<file path="config.mk">
export PLATFORM = sky130hd
export DESIGN_NAME = digit_lock_ctrl
export DESIGN_NICKNAME = d
export VERILOG_FILES = /design/src/rtl/digit_lock_pkg.sv /design/src/rtl/digit_lock_btn_edge_sync.sv /design/src/rtl/digit_lock_ctrl.sv
export SDC_FILE = /design/constraint.sdc
export NUM_CORES = 1
export LEC_CHECK = 0
export BUFFER_PORTS_ARGS = -buffer_cell sky130_fd_sc_hd__buf_2
export CAP_MARGIN = 25
export CORE_AREA = 2 2 59 61
export CTS_BUF_LIST = sky130_fd_sc_hd__clkbuf_16
export DETAILED_ROUTE_END_ITERATION = 16
export DIE_AREA = 0 0 61 63
export GPL_ROUTABILITY_DRIVEN = 0
export GPL_TIMING_DRIVEN = 0
export PLACE_DENSITY = 0.63
export SLEW_MARGIN = 15
export SYNTH_ARGS = -nofsm -noshare
export SYNTH_HDL_FRONTEND = slang
export SYNTH_HIERARCHICAL = 1
export SYNTH_SLANG_ARGS = --single-unit
</file>
<file path="constraint.sdc">
create_clock -name clk -period 4.75 [get_ports clk]
set_input_delay 0 -clock clk [delete_from_list [all_inputs] [get_ports clk]]
set_output_delay 0 -clock clk [all_outputs]
set_load 0.005 [all_outputs]
</file>
<file path="src/rtl/digit_lock_pkg.sv">
// -----------------------------------------------------------------------------
// digit_lock_pkg
//   Shared types and constants for the digit lock controller.
//   - lock_state_t : controller state encoding (LOCKED, UNLOCKED, LOCKOUT)
//   - DIGIT_W      : width of one BCD digit
//   - BCD_MAX      : largest legal BCD digit value
//   - digit_is_bcd : 1 when a 4-bit digit holds a legal BCD value (0..9)
// -----------------------------------------------------------------------------
package digit_lock_pkg;

  typedef enum logic [1:0] {
    LOCKED   = 2'd0,
    UNLOCKED = 2'd1,
    LOCKOUT  = 2'd2
  } lock_state_t;

  localparam int DIGIT_W = 4;
  localparam int BCD_MAX = 9;

  function automatic logic digit_is_bcd(input logic [DIGIT_W-1:0] d);
    return (d <= DIGIT_W'(BCD_MAX));
  endfunction

endpackage

</file>
<file path="src/rtl/digit_lock_btn_edge_sync.sv">
// -----------------------------------------------------------------------------
// btn_edge_sync
//   Brings one raw, asynchronous push-button into the clk domain through a
//   2-FF synchroniser and turns each rising edge into a registered 1-cycle
//   pulse. A level held high yields exactly one pulse. A rise captured by the
//   first flop at edge N is visible on pulse after edge N+2, so the consumer
//   acts on it at edge N+3.
//
// Ports
//   clk    in  system clock, rising edge
//   rst_n  in  asynchronous reset, active low (clears the whole chain)
//   btn    in  raw button level, asynchronous, active high
//   pulse  out 1-cycle pulse per rising edge of btn
// -----------------------------------------------------------------------------
module btn_edge_sync (
  input  logic clk,
  input  logic rst_n,
  input  logic btn,
  output logic pulse
);

  logic sync_p0;
  logic sync_p1;
  logic prev_p2;
  logic vld_p3;

  always_ff @(posedge clk or negedge rst_n) begin
    if (!rst_n) begin
      sync_p0 <= 1'b0;
      sync_p1 <= 1'b0;
      prev_p2 <= 1'b0;
      vld_p3  <= 1'b0;
    end else begin
      // p0/p1: metastability synchroniser
      sync_p0 <= btn;
      sync_p1 <= sync_p0;
      // p2: previous synchronised level for edge detection
      prev_p2 <= sync_p1;
      // p3: registered rising-edge pulse
      vld_p3  <= sync_p1 & ~prev_p2;
    end
  end

  assign pulse = vld_p3;

endmodule

</file>
<file path="src/rtl/digit_lock_ctrl.sv">
// -----------------------------------------------------------------------------
// digit_lock_ctrl
//   Lock controller fed by per-digit mod-10 counters. On an enter press it
//   compares the packed BCD digits with the stored code; a match unlocks,
//   MAX_FAILS consecutive mismatches force a timed LOCKOUT (alarm). UNLOCKED
//   re-locks on a lock press or after UNLOCK_CYCLES cycles (0 = never).
//
//   Optional feature macro: DIGIT_LOCK_CODE_CHANGE_EN
//     defined   : a set press in UNLOCKED loads digits_i into a code register
//                 and returns to LOCKED; a code with any digit >9 is rejected
//                 (stays UNLOCKED). Any set press reloads the re-lock timer.
//     undefined : set_btn is unused and the code is the constant DEFAULT_CODE.
//
// Ports
//   clk       in   system clock, rising edge
//   rst_n     in   asynchronous reset, active low
//   digits_i  in   packed BCD digits, digit 0 in [3:0]
//   enter_btn in   raw enter button (async, active high)
//   lock_btn  in   raw lock button (async, active high)
//   set_btn   in   raw set-code button (used only with the macro defined)
//   unlocked  out  registered, 1 only in UNLOCKED
//   alarm     out  registered, 1 only in LOCKOUT
//   fail_cnt  out  registered consecutive-mismatch count
// -----------------------------------------------------------------------------
module digit_lock_ctrl
  import digit_lock_pkg::*;
#(
  parameter int                          NUM_DIGITS     = 4,
  parameter logic [DIGIT_W*NUM_DIGITS-1:0] DEFAULT_CODE = 16'h1234,
  parameter int                          MAX_FAILS      = 3,
  parameter int                          LOCKOUT_CYCLES = 1000,
  parameter int                          UNLOCK_CYCLES  = 500
) (
  input  logic                              clk,
  input  logic                              rst_n,
  input  logic [DIGIT_W*NUM_DIGITS-1:0]     digits_i,
  input  logic                              enter_btn,
  input  logic                              lock_btn,
  input  logic                              set_btn,
  output logic                              unlocked,
  output logic                              alarm,
  output logic [$clog2(MAX_FAILS+1)-1:0]    fail_cnt
);

  localparam int CODE_W    = DIGIT_W * NUM_DIGITS;
  localparam int FAIL_W    = $clog2(MAX_FAILS + 1);
  localparam int TIMER_MAX = (LOCKOUT_CYCLES > UNLOCK_CYCLES) ? LOCKOUT_CYCLES : UNLOCK_CYCLES;
  localparam int TIMER_W   = $clog2(TIMER_MAX + 1);

  localparam logic [TIMER_W-1:0] UNLOCK_LOAD  = TIMER_W'(UNLOCK_CYCLES);
  localparam logic [TIMER_W-1:0] LOCKOUT_LOAD = TIMER_W'(LOCKOUT_CYCLES);
  localparam logic [TIMER_W-1:0] TIMER_ONE    = TIMER_W'(1);
  localparam logic [FAIL_W-1:0]  FAIL_LIMIT   = FAIL_W'(MAX_FAILS);

  // Every digit must be legal BCD; a value >9 can never match.
  function automatic logic code_is_bcd(input logic [CODE_W-1:0] c);
    logic ok;
    ok = 1'b1;
    for (int i = 0; i < NUM_DIGITS; i++) begin
      ok &= digit_is_bcd(c[i*DIGIT_W +: DIGIT_W]);
    end
    return ok;
  endfunction

  lock_state_t          state_q, state_d;
  logic [TIMER_W-1:0]   timer_q, timer_d;
  logic [FAIL_W-1:0]    fail_d;
  logic                 unlocked_d, alarm_d;
  logic                 enter_pulse, lock_pulse;
  logic [CODE_W-1:0]    code;
  logic                 code_match;

  btn_edge_sync u_enter_sync (.clk(clk), .rst_n(rst_n), .btn(enter_btn), .pulse(enter_pulse));
  btn_edge_sync u_lock_sync  (.clk(clk), .rst_n(rst_n), .btn(lock_btn),  .pulse(lock_pulse));

`ifdef DIGIT_LOCK_CODE_CHANGE_EN
  logic              set_pulse;
  logic              code_we;
  logic [CODE_W-1:0] code_q;

  btn_edge_sync u_set_sync (.clk(clk), .rst_n(rst_n), .btn(set_btn), .pulse(set_pulse));

  always_ff @(posedge clk or negedge rst_n) begin
    if (!rst_n) begin
      code_q <= DEFAULT_CODE;
    end else if (code_we) begin
      code_q <= digits_i;
    end
  end

  assign code = code_q;
`else
  logic unused_set_btn;
  assign unused_set_btn = set_btn;
  assign code           = DEFAULT_CODE;
`endif

  assign code_match = code_is_bcd(digits_i) && (digits_i == code);

  // State register; outputs are registered from the next state so they
  // change on the same edge as the state itself.
  always_ff @(posedge clk or negedge rst_n) begin
    if (!rst_n) begin
      state_q  <= LOCKED;
      timer_q  <= '0;
      fail_cnt <= '0;
      unlocked <= 1'b0;
      alarm    <= 1'b0;
    end else begin
      state_q  <= state_d;
      timer_q  <= timer_d;
      fail_cnt <= fail_d;
      unlocked <= unlocked_d;
      alarm    <= alarm_d;
    end
  end

  always_comb begin
    state_d = state_q;
    timer_d = timer_q;
    fail_d  = fail_cnt;
`ifdef DIGIT_LOCK_CODE_CHANGE_EN
    code_we = 1'b0;
`endif
    unique case (state_q)
      LOCKED: begin
        if (enter_pulse) begin
          if (code_match) begin
            state_d = UNLOCKED;
            fail_d  = '0;
            timer_d = UNLOCK_LOAD;
          end else begin
            // LOCKOUT is entered exactly when the count reaches the limit,
            // so the counter can never pass MAX_FAILS.
            fail_d = fail_cnt + FAIL_W'(1);
            if (fail_d == FAIL_LIMIT) begin
              state_d = LOCKOUT;
              timer_d = LOCKOUT_LOAD;
            end
          end
        end
      end
      UNLOCKED: begin
        if (lock_pulse) begin
          state_d = LOCKED;
          timer_d = '0;
`ifdef DIGIT_LOCK_CODE_CHANGE_EN
        end else if (set_pulse) begin
          timer_d = UNLOCK_LOAD;
          if (code_is_bcd(digits_i)) begin
            code_we = 1'b1;
            state_d = LOCKED;
          end
`endif
        end else if ((UNLOCK_CYCLES != 0) && (timer_q != '0)) begin
          timer_d = timer_q - TIMER_ONE;
          if (timer_q == TIMER_ONE) begin
            state_d = LOCKED;
          end
        end
      end
      LOCKOUT: begin
        if (timer_q <= TIMER_ONE) begin
          state_d = LOCKED;
          timer_d = '0;
          fail_d  = '0;
        end else begin
          timer_d = timer_q - TIMER_ONE;
        end
      end
      default: begin
        state_d = LOCKED;
        timer_d = '0;
        fail_d  = '0;
      end
    endcase
  end

  always_comb begin
    unlocked_d = (state_d == UNLOCKED);
    alarm_d    = (state_d == LOCKOUT);
  end

endmodule

</file>
Word-level counts from Yosys, hierarchy flattened --
Cells that the tools add are included.
Word-level totals: flip-flop bits (word level) 24, bits of input ports 21, output and inout port bits 4
Cells by class: add/subtract/negate cells 2, order comparisons 5, equal/unequal tests 11, multiplexer cells 19, bitwise gates (word level) 8, reduce and logical (&&, ||, !) cells 5
Operators by type and width (number):
- two-way mux 10 bit | 6
- case mux 10 bit (3 select lines) | 1
- two-way mux 2 bit | 10
- equality test 16 x 13 -> 1 bit (second input constant) | 1
- <= comparator 4 bit (second input constant) | 4
- case mux 2 bit (3 select lines) | 2
- equality test 10 x 1 -> 1 bit (second input constant) | 1
- <= comparator 10 x 1 -> 1 bit (second input constant) | 1
- nonzero test 10 bit | 1
- subtractor 10 x 1 -> 10 bit (second input constant) | 1
- equality test 2 bit (second input constant) | 3
- AND reduction 3 bit | 2
- AND 1 bit | 5
- equality test 2 x 1 -> 1 bit (second input constant) | 2
- != test 3 x 2 -> 1 bit (second input constant) | 1
- != test 3 bit (second input constant) | 1
- NOT 1 bit | 3
- adder 2 x 1 -> 2 bit (second input constant) | 1
- logical NOT 2 bit | 1
- != test 2 x 1 -> 1 bit (second input constant) | 1
- != test 2 bit (second input constant) | 1
- logical AND 1 bit | 1

Depth between registers and ports, before layout --
Gate-level depths: netlist of run 1.
depth in word-level cells 9, gate-level depth with buffers 8, mapped depth without buffers 7

Hierarchy --
The synthesis of run 1 kept the hierarchy.
Modules (own cells, without submodules):
- digit_lock_ctrl | times used 1, cells each 114, area each 1008.5 um^2
- btn_edge_sync | times used 2, cells each 5, area each 113.9 um^2

Worst setup path after synthesis of run 1 --
OpenSTA, ideal clock, no wires.
path kind register to register, from register timer_q[0], to register timer_q[3], setup time 82 ps, arrival time 1899 ps, required time 4668 ps, slack 2768 ps, cell stages (with the launch flop) 9, path buffers 1, period minus slack after synthesis 1982 ps, path through dfrtp_1 > inv_1 > ha_1 > or2_2 > a41o_1 > nand2_1 > clkbuf_1 > a21boi_0 > o22ai_1
Between the ends: longest elaborated chain between the ends 4, elaborated cells between the ends (all ways) 9, classes of those cells add/sub: 1; order compare: 1; eq/ne: 1; mux: 4; reduce/logical: 2
RTL lines:
- from (decl) | line digit_lock_ctrl.sv:66 | logic [TIMER_W-1:0] timer_q, timer_d;
- from (signal assigned) | line digit_lock_ctrl.sv:111 | timer_q <= timer_d;
- subtractor 10 x 1 -> 10 bit | line digit_lock_ctrl.sv:156, digit_lock_ctrl.sv:168
- two-way mux 10 bit | line digit_lock_ctrl.sv:155 | end else if ((UNLOCK_CYCLES != 0) && (timer_q != '0)) begin
- two-way mux 10 bit | line digit_lock_ctrl.sv:144 | if (lock_pulse) begin
- case mux 10 bit (3 select lines) | line digit_lock_ctrl.sv:125 | unique case (state_q)
Parallel ways exist; a longest one is shown, timed or not. The select of a mux whose other input is x is not followed. A chain may end at the register's enable or synchronous reset.

Worst setup path after layout of run 1 --
Ends and elaborated chain as after synthesis.

==> run_results.csv, run 1 <==
group,metric,value,unit
drt,routed_wl,2780,um
drt,postRouteAntennaNets,0,
logic_synthesis,yosys_most_used_dff,"dfrtp_1",
drt,via_count,1056,
grt,use_met1,21.2,%
critical_path,criticalPathCategory,"flop to flop",
critical_path,crit_buf_inv,2,
critical_path,critPathTopFamily,"compound AO/OA/AOI/OAI gates",
final_layout,n_fill_cell,302,
logic_synthesis,yosysWarningCount,6,
cts,clk_latency,0.26,ns
placement,hpwl,2020,um
final_layout,fin_cells,201,
final_layout,final_cell_mix,"buf_2, dfrtp_1, inv_1, nand2_1, o21ai_0",
grt,grt_use_met3,4.55,%
sta,period_needed,2.37,ns
cts,cts_buffers,3,
grt,top_usage_layer,"met2",
power_and_ir_drop,powerDensity,618,nW/um2
drt,routedWlPerCell,13.8,um
cts,cts-root-buf,"clkbuf_16",
drt,drt_iter0_drc,26,
drt,vias_per_cell,5.25,
sta,max_freq,421,MHz
grt,grt-ovfl-total,0,
logic_synthesis,synth_edf_count,0,
logic_synthesis,syn_nets,149,
critical_path,critPathSlowestCell,"dfrtp_1",
sta,drv_slew,0,
final_layout,final_area,1550,um2
critical_path,cp.depth,8,
critical_path,slowest_delay,0.44,ns
sta,fin_ws,2.38,ns
critical_path,r2r_end,"timer_q[3]",
die,std_cell_rows,21,
power_and_ir_drop,ir_worst_vdd,330,uV
cts,postCtsResizedCells,0,
cts,cts_tree,"done",
die,dieArea,3840,um2
drt,drcViolationCount,0,
grt,first_global_vias,1040,
die,die_w,61,um
critical_path,cp_data_arrival_time,2.55,ns
grt,met2_usage,25.3,%
cts,ctsHtreeMaxLevel,1,
logic_synthesis,synth_top_cell_by_area,"dfrtp_1",
die,die_h,63,um
sta,fin_crit_sh,50.0,%
run_status,status,"finished clean",
grt,grt_max_degree,25,
hold_path,hp-class,"input pin to asynchronous set/reset pin",
cts,clk_path_buf_depth,2,
sta,slew_headroom,61.3,%
drt,first_pass_iters,4,
sta,setup_viol,0,
final_layout,diodes,0,
grt,grt_pass1_wl,4650,um
cts,clock-sinks,24,
critical_path,start_kind,"flop",
sta,whs,0.259,ns
placement,place_inst,193,
sta,tightest_slew,0.578,ns
critical_path,worstPathMaxFanout,10,
sta,finalSetupTns,0,ns
logic_synthesis,syn_area,1240,um2
cts,clkSlewWorstSetupHoldPaths,0.06,ns
critical_path,cp_data_required_time,4.92,ns
logic_synthesis,synth.avg_cell_area,9.97,um2
power_and_ir_drop,p_leak,0.720,nW
logic_synthesis,synth-seq-area-share,48.6,%
logic_synthesis,synth_top_cell_area_share,48.6,%
logic_synthesis,synthArstFlopShare,100,%
logic_synthesis,yosys-top-cells-area,"dfrtp_1, ha_1, o21ai_0",
final_layout,fin_nets,181,
sta,hold_violations,0,
critical_path,crit_path_start,"timer_q[0]",
logic_synthesis,syn_inst,124,
critical_path,rr_worst_depth,8,
die,initial_core_util,38.3,%
logic_synthesis,ys_ff_latch,24,
placement,dp_slack,2.42,ns
die,ios,25,
logic_synthesis,synth.distinct_cells,39,
final_layout,drive_above_1_share,25.2,%
placement,placed_cell_area,1410,um2
critical_path,rrSetupSlack,2.38,ns
sta,fin_skew,0.00372,ns
flow_run,cap_violations,0,
grt,antenna_found_initial,0,
sta,rsz0062_at_grt,"false",
critical_path,endpoint,"timer_q[3]",
placement,port_buffers,23,
critical_path,endpoint_kind,"flop",
cts,cts_setup_buffers,0,
grt,grtUsageTotal,15.9,%
final_layout,syn_to_final_growth,25.3,%
critical_path,path_cells,"inv_1 > ha_1 > or2_2 > a41o_1 > nand2_1 > clkbuf_1 > a21boi_0 > o22ai_1",
die,coreArea,3230,um2
critical_path,r2r_start,"timer_q[0]",
-- through the flow --
| step | power (mW) | util (%) |
|---|---|---|
| floorplan | 0.599 | - |
| global placement | 0.688 | 43.6 |
| CTS | 0.955 | 47.8 |
| global route | 1.03 | 47.9 |
| finish | 0.958 | 47.9 |
| detailed placement | 0.707 | 43.6 |
-- state kept, by name, indices dropped and copies added (netlist names) --
register and count:
alarm 1, fail_cnt 2, state_q 2, timer_q 10, u_enter_sync/prev_p2 1, u_enter_sync/pulse 1
u_enter_sync/sync_p0 1, u_enter_sync/sync_p1 1, u_lock_sync/prev_p2 1, u_lock_sync/pulse 1, u_lock_sync/sync_p0 1, u_lock_sync/sync_p1 1
unlocked 1
-- layer usage --
layer  vias up  share of wire, %
met5         -                 0
met4         0              0.61
met3         2               6.9
met2        40                48
met1       504                45
li1        510                 -
-- where the power goes --
group / switching [mW] / internal, mW
registers: 0.0527 / 0.267
clock network: 0.0719 / 0.167
logic: 0.237 / 0.162
total: 0.361 / 0.596
-- worst min-delay path by stage --
stage,from,endpoint,slack (ns),cells after the start
3_3_place_gp,rst_n,unlocked,0.002,1
5_1_grt,digits_i[6],alarm,0.31,4
4_1_cts,rst_n,unlocked,0.27,2
3_5_place_dp,rst_n,unlocked,0.01,1
6_report,rst_n,unlocked,0.26,2
2_1_floorplan,rst_n,alarm,-0.30,0
-- timing repair --
action                     CTS  global route
hold endpoints to repair    26             0
setup endpoints to repair    0             0
hold buffers                 3             0
-- cells in the mapped netlist, types with 2 or more instances --
| master | number |
|---|---|
| nor2_1 | 5 |
| o21ai_0 | 9 |
| a31oi_1 | 6 |
| dfrtp_1 | 24 |
| or3_1 | 2 |
| inv_1 | 12 |
| and2_1 | 2 |
| nor3_1 | 4 |
| or2_2 | 2 |
| o22ai_1 | 6 |
| a21boi_0 | 2 |
| nand2_1 | 10 |
| clkbuf_1 | 2 |
| nor2b_4 | 2 |
| a21oi_1 | 8 |
| ha_1 | 4 |
| nand3_1 | 2 |
-- layout make-up --
| cell class | count | area, um2 | share of cell area [%] |
|---|---|---|---|
| Buffer | 4 | 16.3 | 1.05 |
| Clock buffer | 3 | 75.1 | 4.85 |
| Clock inverter | 1 | 30.0 | 1.94 |
| Inverter | 12 | 45.0 | 2.91 |
| Multi-Input combinational cell | 84 | 574 | 37.1 |
| Sequential cell | 24 | 601 | 38.8 |
| Tap cell | 46 | 57.6 | 3.72 |
| Timing Repair Buffer | 27 | 150 | 9.69 |
-- logic make-up after synthesis --
group	after synthesis	synth area share, %
buffers and inverters	16	4.96
AND/OR/NAND/NOR	41	20.2
flip-flops	24	48.6
multiplexers	1	0.911
adder cells (fa/ha/maj)	4	4.05
AO/OA/AOI/OAI	38	21.3
Note: power is estimated with default switching activity, not from simulation.
==> inputs of run 2 (changes only) <==
clock period = 2.3 ns   (was 4.75 ns; I/O delays follow)
==> run 2 against run 1 <==
  * Fmax is 12% higher
  * Via count is 0.66% lower
  * Highest routed layer unchanged
  * Largest power group unchanged
  * Largest cell class unchanged
  * Power is 110% higher
  * Critical path type unchanged
  * Final cell count is 0.50% lower
  * Die area stayed put
  * Clock skew hardly changed
  * Register-to-register slack worse by 2.2 ns
  * Setup slack worse by 2.2 ns
  * Sequential share of layout area is 0.31 points lower
  * Design area is 0.81% higher
  * Global-route usage is 0.12 points lower
==> run_results.csv, run 2 (synthesis gave the netlist of run 1 again) <==
group,metric,value,unit
run_status,status,"finished clean",
critical_path,cp_data_arrival_time,2.25,ns
critical_path,criticalPathCategory,"flop to flop",
critical_path,rrSetupSlack,0.19,ns
final_layout,reg_top3,"timer_q (10), fail_cnt (2), state_q (2)",
sta,rsz0062_at_grt,"false",
final_layout,finish.utilization,48.3,%
final_layout,layout_commonest_cell,"dfrtp_1",
sta,fin_crit_sh,91.9,%
power_and_ir_drop,share_seq_of_total_power,33.0,%
sta,fin_skew,0.00368,ns
drt,routed_wl,2750,um
cts,cts_setup_buffers,0,
critical_path,path_cells,"or3b_1 > clkbuf_1 > or2_2 > o221ai_4 > a21o_1 > o21ai_0",
cts,clkSlewWorstSetupHoldPaths,0.06,ns
critical_path,endpoint_kind,"flop",
drt,vias_per_cell,5.25,
drt,via_count,1049,
critical_path,r2r_end,"timer_q[4]",
placement,port_buffers,23,
flow_run,cap_violations,0,
cts,clk_path_buf_depth,2,
critical_path,critPathTopFamily,"simple AND/OR/NAND/NOR gates",
die,ios,25,
sta,tightest_slew,0.570,ns
die,initial_core_util,38.3,%
final_layout,top_register,"timer_q",
die,die_h,63,um
final_layout,fin_nets,180,
grt,grt_max_degree,25,
power_and_ir_drop,switching_share,37.5,%
die,dieArea,3840,um2
power_and_ir_drop,power_switching,746,uW
sta,whs,0.257,ns
placement,hpwl,2020,um
sta,finalSetupTns,0,ns
die,coreArea,3230,um2
grt,grt-ovfl-total,0,
power_and_ir_drop,p_int,1.24,mW
grt,grtUsageTotal,15.8,%
sta,setup_viol,0,
placement,placed_cell_area,1410,um2
final_layout,diodes,0,
drt,routedWlPerCell,13.7,um
cts,clk_latency,0.26,ns
grt,grt_pass1_wl,4610,um
drt,postRouteAntennaNets,0,
grt,antenna_found_initial,0,
sta,period_needed,2.11,ns
sta,slew_headroom,61.9,%
power_and_ir_drop,p_leak,0.721,nW
final_layout,final_cell_mix,"dfrtp_1, buf_2, inv_1, nand2_1, o21ai_0",
die,std_cell_rows,21,
power_and_ir_drop,p_comb_share,42.0,%
cts,cts_buffers,3,
critical_path,slowest_delay,0.44,ns
power_and_ir_drop,powerDensity,1270,nW/um2
critical_path,crit_buf_inv,1,
power_and_ir_drop,clockPowerShare,24.9,%
die,die_w,61,um
power_and_ir_drop,ir_worst_vdd,746,uV
final_layout,syn_to_final_growth,26.3,%
grt,first_global_vias,1030,
cts,ctsHtreeMaxLevel,1,
critical_path,r2r_start,"state_q[1]",
sta,hold_violations,0,
final_layout,largest_reg_flops,10,
sta,max_freq,473,MHz
cts,clock-sinks,24,
drt,drt_iter0_drc,22,
sta,drv_slew,0,
cts,cts_tree,"done",
drt,first_pass_iters,4,
final_layout,drive_above_1_share,26.0,%
cts,cts-root-buf,"clkbuf_16",
drt,drcViolationCount,0,
hold_path,hp-class,"input pin to asynchronous set/reset pin",
critical_path,start_kind,"flop",
final_layout,final_area,1560,um2
critical_path,rr_worst_depth,6,
critical_path,critPathSlowestCell,"dfrtp_1",
critical_path,cp_data_required_time,2.43,ns
critical_path,worstPathMaxFanout,7,
run 2: changes by cell type in the layout (fill, tap and decap cells not counted):
cell | previous run | this run
buf_2 | 24 | 23
buf_4 | 0 | 1
nand2_2 | 0 | 1
clkbuf_1 | 2 | 1
o221ai_2 | 1 | 0
o221ai_4 | 0 | 1
nand2_1 | 10 | 9
run 2: worst max-delay path by stage:
stage                          start          to  depth (start not counted)
after global placement    timer_q[0]  timer_q[3]                          8
after floorplan           timer_q[0]  timer_q[3]                          8
after CTS                 state_q[1]  timer_q[7]                          7
final                     state_q[1]  timer_q[4]                          6
after global routing      state_q[1]  timer_q[7]                          7
after detailed placement  timer_q[0]  timer_q[3]                          8
run 2: layout make-up:
type                            count  area (um2)
Buffer                              3        15.0
Clock buffer                        3        75.1
Clock inverter                      1        30.0
Fill cell                         306        1670
Inverter                           12        45.0
Multi-Input combinational cell     84         588
Sequential cell                    24         601
Tap cell                           46        57.6
Timing Repair Buffer               27         150
run 2: metrics by stage:
stage / power [mW] / std cells / setup slack (ns)
after detailed placement: 1.46 / 193 / -0.0321
final: 1.99 / 200 / 0.185
after CTS: 1.97 / 199 / 0.0940
after global placement: 1.42 / 193 / 0.0140
after floorplan: 1.24 / 124 / 0.318
after global routing: 2.16 / 200 / 0.000516
run 2: what timing repair did:
action | CTS | global route
endpoints found under the setup margin | 1 | 9
endpoints found under the hold margin | 26 | 0
resized for setup | 0 | 4
hold buffers | 3 | 0
run 2: routing by layer:
metal / part of all wire [%] / track usage [%] / vias up
met1: 44 / 21.0 / 498
li1: - / - / 504
met3: 7.9 / 4.55 / 5
met5: 0 / 0 / -
met2: 47 / 25.1 / 42
met4: 1.1 / 3.26 / 0
run 2: power by group through the flow:
stage	clock (mW)	sequential, mW	combinational (mW)
floorplan	0	0.641	0.596
global placement	0	0.655	0.767
detailed placement	0	0.660	0.799
CTS	0.504	0.656	0.806
global route	0.525	0.678	0.957
finish	0.497	0.657	0.837
